**config.mk**
```make
export PLATFORM = sky130hd
export DESIGN_NAME = uart_tx_fifo
export DESIGN_NICKNAME = d
export VERILOG_FILES = /design/src/rtl/uart_tx_fifo.sv
export SDC_FILE = /design/constraint.sdc
export NUM_CORES = 1
export LEC_CHECK = 0
export ABC_AREA = 1
export ABC_CLOCK_PERIOD_IN_PS = 3600
export CORE_MARGIN = 5
export CORE_UTILIZATION = 55
export CTS_BUF_LIST = sky130_fd_sc_hd__clkbuf_4 sky130_fd_sc_hd__clkbuf_8
export DETAILED_ROUTE_END_ITERATION = 10
export GPL_ROUTABILITY_DRIVEN = 0
export PLACE_DENSITY = 0.72
export RECOVER_POWER = 50
export SETUP_SLACK_MARGIN = 0.15
export SKIP_CTS_REPAIR_TIMING = 1
export SYNTH_ARGS = -nofsm -noshare
export SYNTH_HDL_FRONTEND = slang
export SYNTH_SLANG_ARGS = --single-unit
```
**constraint.sdc**
```tcl
create_clock -name i_clk -period 3.6 [get_ports i_clk]
set_clock_uncertainty 0.15 [all_clocks]
set_input_delay 0.72 -clock i_clk [delete_from_list [all_inputs] [get_ports i_clk]]
set_output_delay 0.72 -clock i_clk [all_outputs]
set_load 0.01 [all_outputs]
```
**src/rtl/uart_tx_fifo.sv**
```systemverilog
// ============================================================================
//  uart_tx_fifo : buffered UART transmitter, FIFO front end, LSB-first serialiser
//  Rev 1.0
// ============================================================================
`default_nettype none

module uart_tx_fifo #(
  parameter int CLKS_PER_BIT = 10416,
  parameter int DATA_BITS    = 8,
  parameter int PARITY       = 0,
  parameter int STOP_BITS    = 1,
  parameter int FIFO_DEPTH   = 16
) (
  input  logic                          i_clk,
  input  logic                          i_rst,
  input  logic [DATA_BITS-1:0]          i_data,
  input  logic                          i_valid,
  output logic                          o_ready,
  output logic                          o_tx,
  output logic                          o_busy,
  output logic [$clog2(FIFO_DEPTH):0]   o_fifo_count,
  output logic                          o_overflow
);

  localparam int c_AW = $clog2(FIFO_DEPTH);
  localparam int c_BW = $clog2(CLKS_PER_BIT);
  localparam logic [c_BW-1:0] c_BAUD_LAST = c_BW'(CLKS_PER_BIT - 1);
  localparam logic [c_AW:0]   c_FULL      = (c_AW+1)'(FIFO_DEPTH);
  localparam logic [3:0]      c_DATA_LAST = 4'(DATA_BITS - 1);
  localparam logic [3:0]      c_STOP_LAST = 4'(STOP_BITS - 1);

  typedef enum logic [2:0] {
    S_IDLE   = 3'd0,
    S_START  = 3'd1,
    S_DATA   = 3'd2,
    S_PARITY = 3'd3,
    S_STOP   = 3'd4
  } state_t;

  logic [DATA_BITS-1:0] r_mem [FIFO_DEPTH];
  logic [c_AW-1:0]      r_wptr;
  logic [c_AW-1:0]      r_rptr;
  logic [c_AW:0]        r_count;
  logic                 r_ovf;

  state_t               r_state;
  logic                 r_tx;
  logic [c_BW-1:0]      r_baud;
  logic [3:0]           r_bitcnt;
  logic [DATA_BITS-1:0] r_shift;
  logic                 r_par;

  logic                 w_full;
  logic                 w_empty;
  logic                 w_wr;
  logic                 w_pop;
  logic                 w_baud_end;
  logic                 w_stop_end;
  logic [DATA_BITS-1:0] w_head;
  logic                 w_par;

  assign w_full     = (r_count == c_FULL);
  assign w_empty    = (r_count == '0);
  assign w_wr       = i_valid && !w_full;
  assign w_baud_end = (r_baud == c_BAUD_LAST);
  assign w_stop_end = (r_state == S_STOP) && w_baud_end && (r_bitcnt == c_STOP_LAST);
  assign w_pop      = !w_empty && ((r_state == S_IDLE) || w_stop_end);
  assign w_head     = r_mem[r_rptr];
  // Parity is latched from the popped word so the shifting register never feeds it.
  assign w_par      = (PARITY == 1) ? ~(^w_head) : (^w_head);

  always_ff @(posedge i_clk) begin
    if (w_wr) begin
      r_mem[r_wptr] <= i_data;
    end
  end

  always_ff @(posedge i_clk or posedge i_rst) begin
    if (i_rst) begin
      r_wptr  <= '0;
      r_rptr  <= '0;
      r_count <= '0;
      r_ovf   <= 1'b0;
    end else begin
      r_ovf <= i_valid && w_full;
      if (w_wr) begin
        r_wptr <= r_wptr + 1'b1;
      end
      if (w_pop) begin
        r_rptr <= r_rptr + 1'b1;
      end
      case ({w_wr, w_pop})
        2'b10:   r_count <= r_count + 1'b1;
        2'b01:   r_count <= r_count - 1'b1;
        default: r_count <= r_count;
      endcase
    end
  end

  always_ff @(posedge i_clk or posedge i_rst) begin
    if (i_rst) begin
      r_state  <= S_IDLE;
      r_tx     <= 1'b1;
      r_baud   <= '0;
      r_bitcnt <= '0;
      r_shift  <= '0;
      r_par    <= 1'b0;
    end else begin
      if (r_state != S_IDLE) begin
        r_baud <= w_baud_end ? '0 : r_baud + 1'b1;
      end
      case (r_state)
        S_IDLE: begin
          r_tx <= 1'b1;
          if (w_pop) begin
            r_shift <= w_head;
            r_par   <= w_par;
            r_tx    <= 1'b0;
            r_baud  <= '0;
            r_state <= S_START;
          end
        end
        S_START: begin
          if (w_baud_end) begin
            r_tx     <= r_shift[0];
            r_shift  <= r_shift >> 1;
            r_bitcnt <= '0;
            r_state  <= S_DATA;
          end
        end
        S_DATA: begin
          if (w_baud_end) begin
            if (r_bitcnt == c_DATA_LAST) begin
              r_bitcnt <= '0;
              if (PARITY != 0) begin
                r_tx    <= r_par;
                r_state <= S_PARITY;
              end else begin
                r_tx    <= 1'b1;
                r_state <= S_STOP;
              end
            end else begin
              r_tx     <= r_shift[0];
              r_shift  <= r_shift >> 1;
              r_bitcnt <= r_bitcnt + 1'b1;
            end
          end
        end
        S_PARITY: begin
          if (w_baud_end) begin
            r_tx     <= 1'b1;
            r_bitcnt <= '0;
            r_state  <= S_STOP;
          end
        end
        S_STOP: begin
          if (w_baud_end) begin
            if (r_bitcnt == c_STOP_LAST) begin
              r_bitcnt <= '0;
              // A queued word starts its frame on this edge, leaving no idle gap.
              if (w_pop) begin
                r_shift <= w_head;
                r_par   <= w_par;
                r_tx    <= 1'b0;
                r_state <= S_START;
              end else begin
                r_state <= S_IDLE;
              end
            end else begin
              r_bitcnt <= r_bitcnt + 1'b1;
            end
          end
        end
        default: begin
          r_state <= S_IDLE;
          r_tx    <= 1'b1;
        end
      endcase
    end
  end

  assign o_tx         = r_tx;
  assign o_ready      = !w_full;
  assign o_busy       = (r_state != S_IDLE) || !w_empty;
  assign o_fifo_count = r_count;
  assign o_overflow   = r_ovf;

endmodule

`default_nettype wire

```
==> impl_results.md <==
* Outcome: complete, no violations
* Syn avg cell area at 9.86 um2
* Drt pass-1 iters at 8
* Mapped Area at 7990 um2
* Max_cap viols at 0
* Leak at 3.67 nW
* Syn_nets at 833
* Final wirelength at 17400 um
* Max transition margin at 16.9%
* Sequential area share after synthesis at 61.9%
* Synthesized instance count at 810
* Area Growth Syn to Fin at 9.10%
* Number of I/O port buffers at 19
* Metal-1 WL at 7260 um
* Worst setup SP type: register
* Worst endpoint required time at 3.81 ns
* Overflow after GRT at 0
* Max incr delay on CP at 0.41 ns
* Maximum level of the CTS H-tree at 4
* Starting Density at 55.6%
* # fillers at 1089
* Critical path's most frequent cell: nand2_1
* Synth Register Bits at 172
* Routed wl met2 at 8680 um
* Global-route wire length before repair at 28300 um
* Post-synth EDFFs at 128
* Tmin final at 3.10 ns
* Largest net degree at the start of global routing at 67
* DRC errors left at 0
* Gr usage total at 22.0%
* Type of destination of the critical path: register
* Commonest non-fill, non-tap cell in the layout: nand2_1
* Initial DRC Count at 478
* Clock buffer depth at 2
* Routed wire length on met3 at 1110 um
* Final core occ at 60.7%
* Main synth FF type: edfxtp_1
* Die Ht at 131 um
* CP arrival at 3.31 ns
* CTS tree: done
* Fraction of layout cells with a size suffix above 1 at 9.52%
* Drt wl/cell at 17.0 um
* Crit share post-route at 86.2%
* Crit path cell chain: ha_1 -> nand3_1 -> nor2_4 -> nand2_1 -> nand2_8 -> nand2_4 -> inv_2 -> ha_1 -> xor2_1 -> ha_1 -> inv_1 -> nand2_1 -> a31oi_1 -> xor2_1 -> nand2_1 -> nand2_1
* Fin Setup TNS at 0 ns
* Core Area at 14400 um2
* Most frequent cells in the layout: nand2_1, edfxtp_1, nand3_1
* Vias in the first global route at 5510
* Distinct cells, synth at 41
* Ys async rst share at 25.6%
* Crit-path slowest cell: dfrtp_1
* FF-to-FF setup slack at 0.50 ns
* Final nets at 850
* Yosys warnings at 0
* Worst-path clk slew at 0.09 ns
* Critical path class: register to register
* Initial antenna violation count at 0
* Clk root buf: clkbuf_8
* DR vias/cell at 5.42
* CP max FO at 10
* PD cells at 766 nW/um2
* ANT nets after route at 0
* N_diodes at 0
* Setup-failing EPs final at 0
* DPL Wire Length at 11500 um
* Die Span X at 131 um
* Clk Latency, worst-skew pair at 0.47 ns
* Top layer in use: met4
* Total die area at 17000 um2
* Peak supply drop at 0.000453 V
* Fin. max-slew vios at 0
* Slew at the pin closest to its max-slew limit at 1.24 ns
* Fmax at 0.322 GHz
* Io pins at 20
* Via count at 5555
* RSZ-0062 raised after global routing: false
* CTS Sinks at 172
* Worst min path class: register to register
* Row count at 44
* TritonCTS Buffers at 17
* Final Hold Vio Count at 0
==> metrics by stage <==
| stage | cells | power [mW] | hold WS (ns) | setup slack (ns) | area (um2) |
|---|---|---|---|---|---|
| after floorplan | 810 | 4.59 | 0.299 | 1.09 | 7990 |
| after global placement | 992 | 5.20 | 0.302 | 0.762 | 8310 |
| after detailed placement | 992 | 5.27 | 0.316 | 0.719 | 8310 |
| after CTS | 1024 | 6.69 | 0.335 | 0.615 | 8740 |
| after global routing | 1024 | 7.13 | 0.350 | 0.317 | 8720 |
| final | 1024 | 6.68 | 0.329 | 0.496 | 8720 |
==> Yosys cell counts (all sizes together), types with 6 or more instances <==
| cell type | count | area (um2) |
|---|---|---|
| o21ai | 27 | 135 |
| nand3 | 86 | 448 |
| o22ai | 6 | 37.5 |
| inv | 82 | 313 |
| edfxtp | 128 | 3840 |
| buf | 19 | 101 |
| nor2 | 70 | 337 |
| a21oi | 14 | 104 |
| nand2 | 283 | 1140 |
| ha | 12 | 150 |
| dfrtp | 43 | 1080 |
| xor2 | 13 | 114 |
==> worst paths after layout <==
kind,from,to,cells after the start
max in group asynchronous,i_rst,r_baud[2],3
hold / removal,o_tx,o_tx,2
setup / recovery,r_baud[0],o_fifo_count[4],16
hold reg to reg,o_tx,o_tx,2
min in group asynchronous,i_rst,r_wptr[1],2
setup reg to reg,r_baud[0],o_fifo_count[4],16
==> power breakdown <==
group | switching (mW) | internal, mW | total (mW)
clock | 0.737 | 0.692 | 1.43
sequential | 0.211 | 2.44 | 2.65
combinational | 1.79 | 0.809 | 2.60
total | 2.74 | 3.94 | 6.68
==> state kept, by name, summed over array words and instances, names as in the netlist <==
register / count
o_tx: 1
r_baud: 14
r_state: 3
r_shift: 8
r_rptr: 4
r_wptr: 4
r_bitcnt: 4
r_mem: 128
o_overflow: 1
o_fifo_count: 5
==> kinds of logic after synthesis <==
| kind of cell | synth area share (%) |
|---|---|
| buf+inv | 5.42 |
| fa+ha+maj | 1.88 |
| xor+xnor | 1.86 |
| simple gates | 25.1 |
| compound gates | 3.81 |
| flops | 61.9 |
==> layout make-up <==
| class | instances | area, um2 | area share, % |
|---|---|---|---|
| multi-input combinational | 532 | 2600 | 29.8 |
| inverter | 82 | 313 | 3.59 |
| tap | 184 | 230 | 2.64 |
| clock inverter | 12 | 148 | 1.69 |
| sequential | 172 | 4950 | 56.8 |
| clock buffer | 20 | 275 | 3.16 |
| timing repair buffer | 22 | 205 | 2.35 |
==> per-layer routing <==
metal  up-vias  track usage (%)
met4         0             8.95
met3        33             4.80
met5         -                0
li1       2689                -
met2       204             36.0
met1      2629             28.8
==> critical path, delay by kind of cell (launching register included) <==
kind | cells | cell delay, ns
flip-flops | 1 | 0.41
AND/OR/NAND/NOR | 8 | 1.08
AO/OA/AOI/OAI | 1 | 0.11
XOR/XNOR | 2 | 0.40
adder cells (fa/ha/maj) | 3 | 0.67
buffers and inverters | 2 | 0.19
Power figures use the tool's default switching activity.
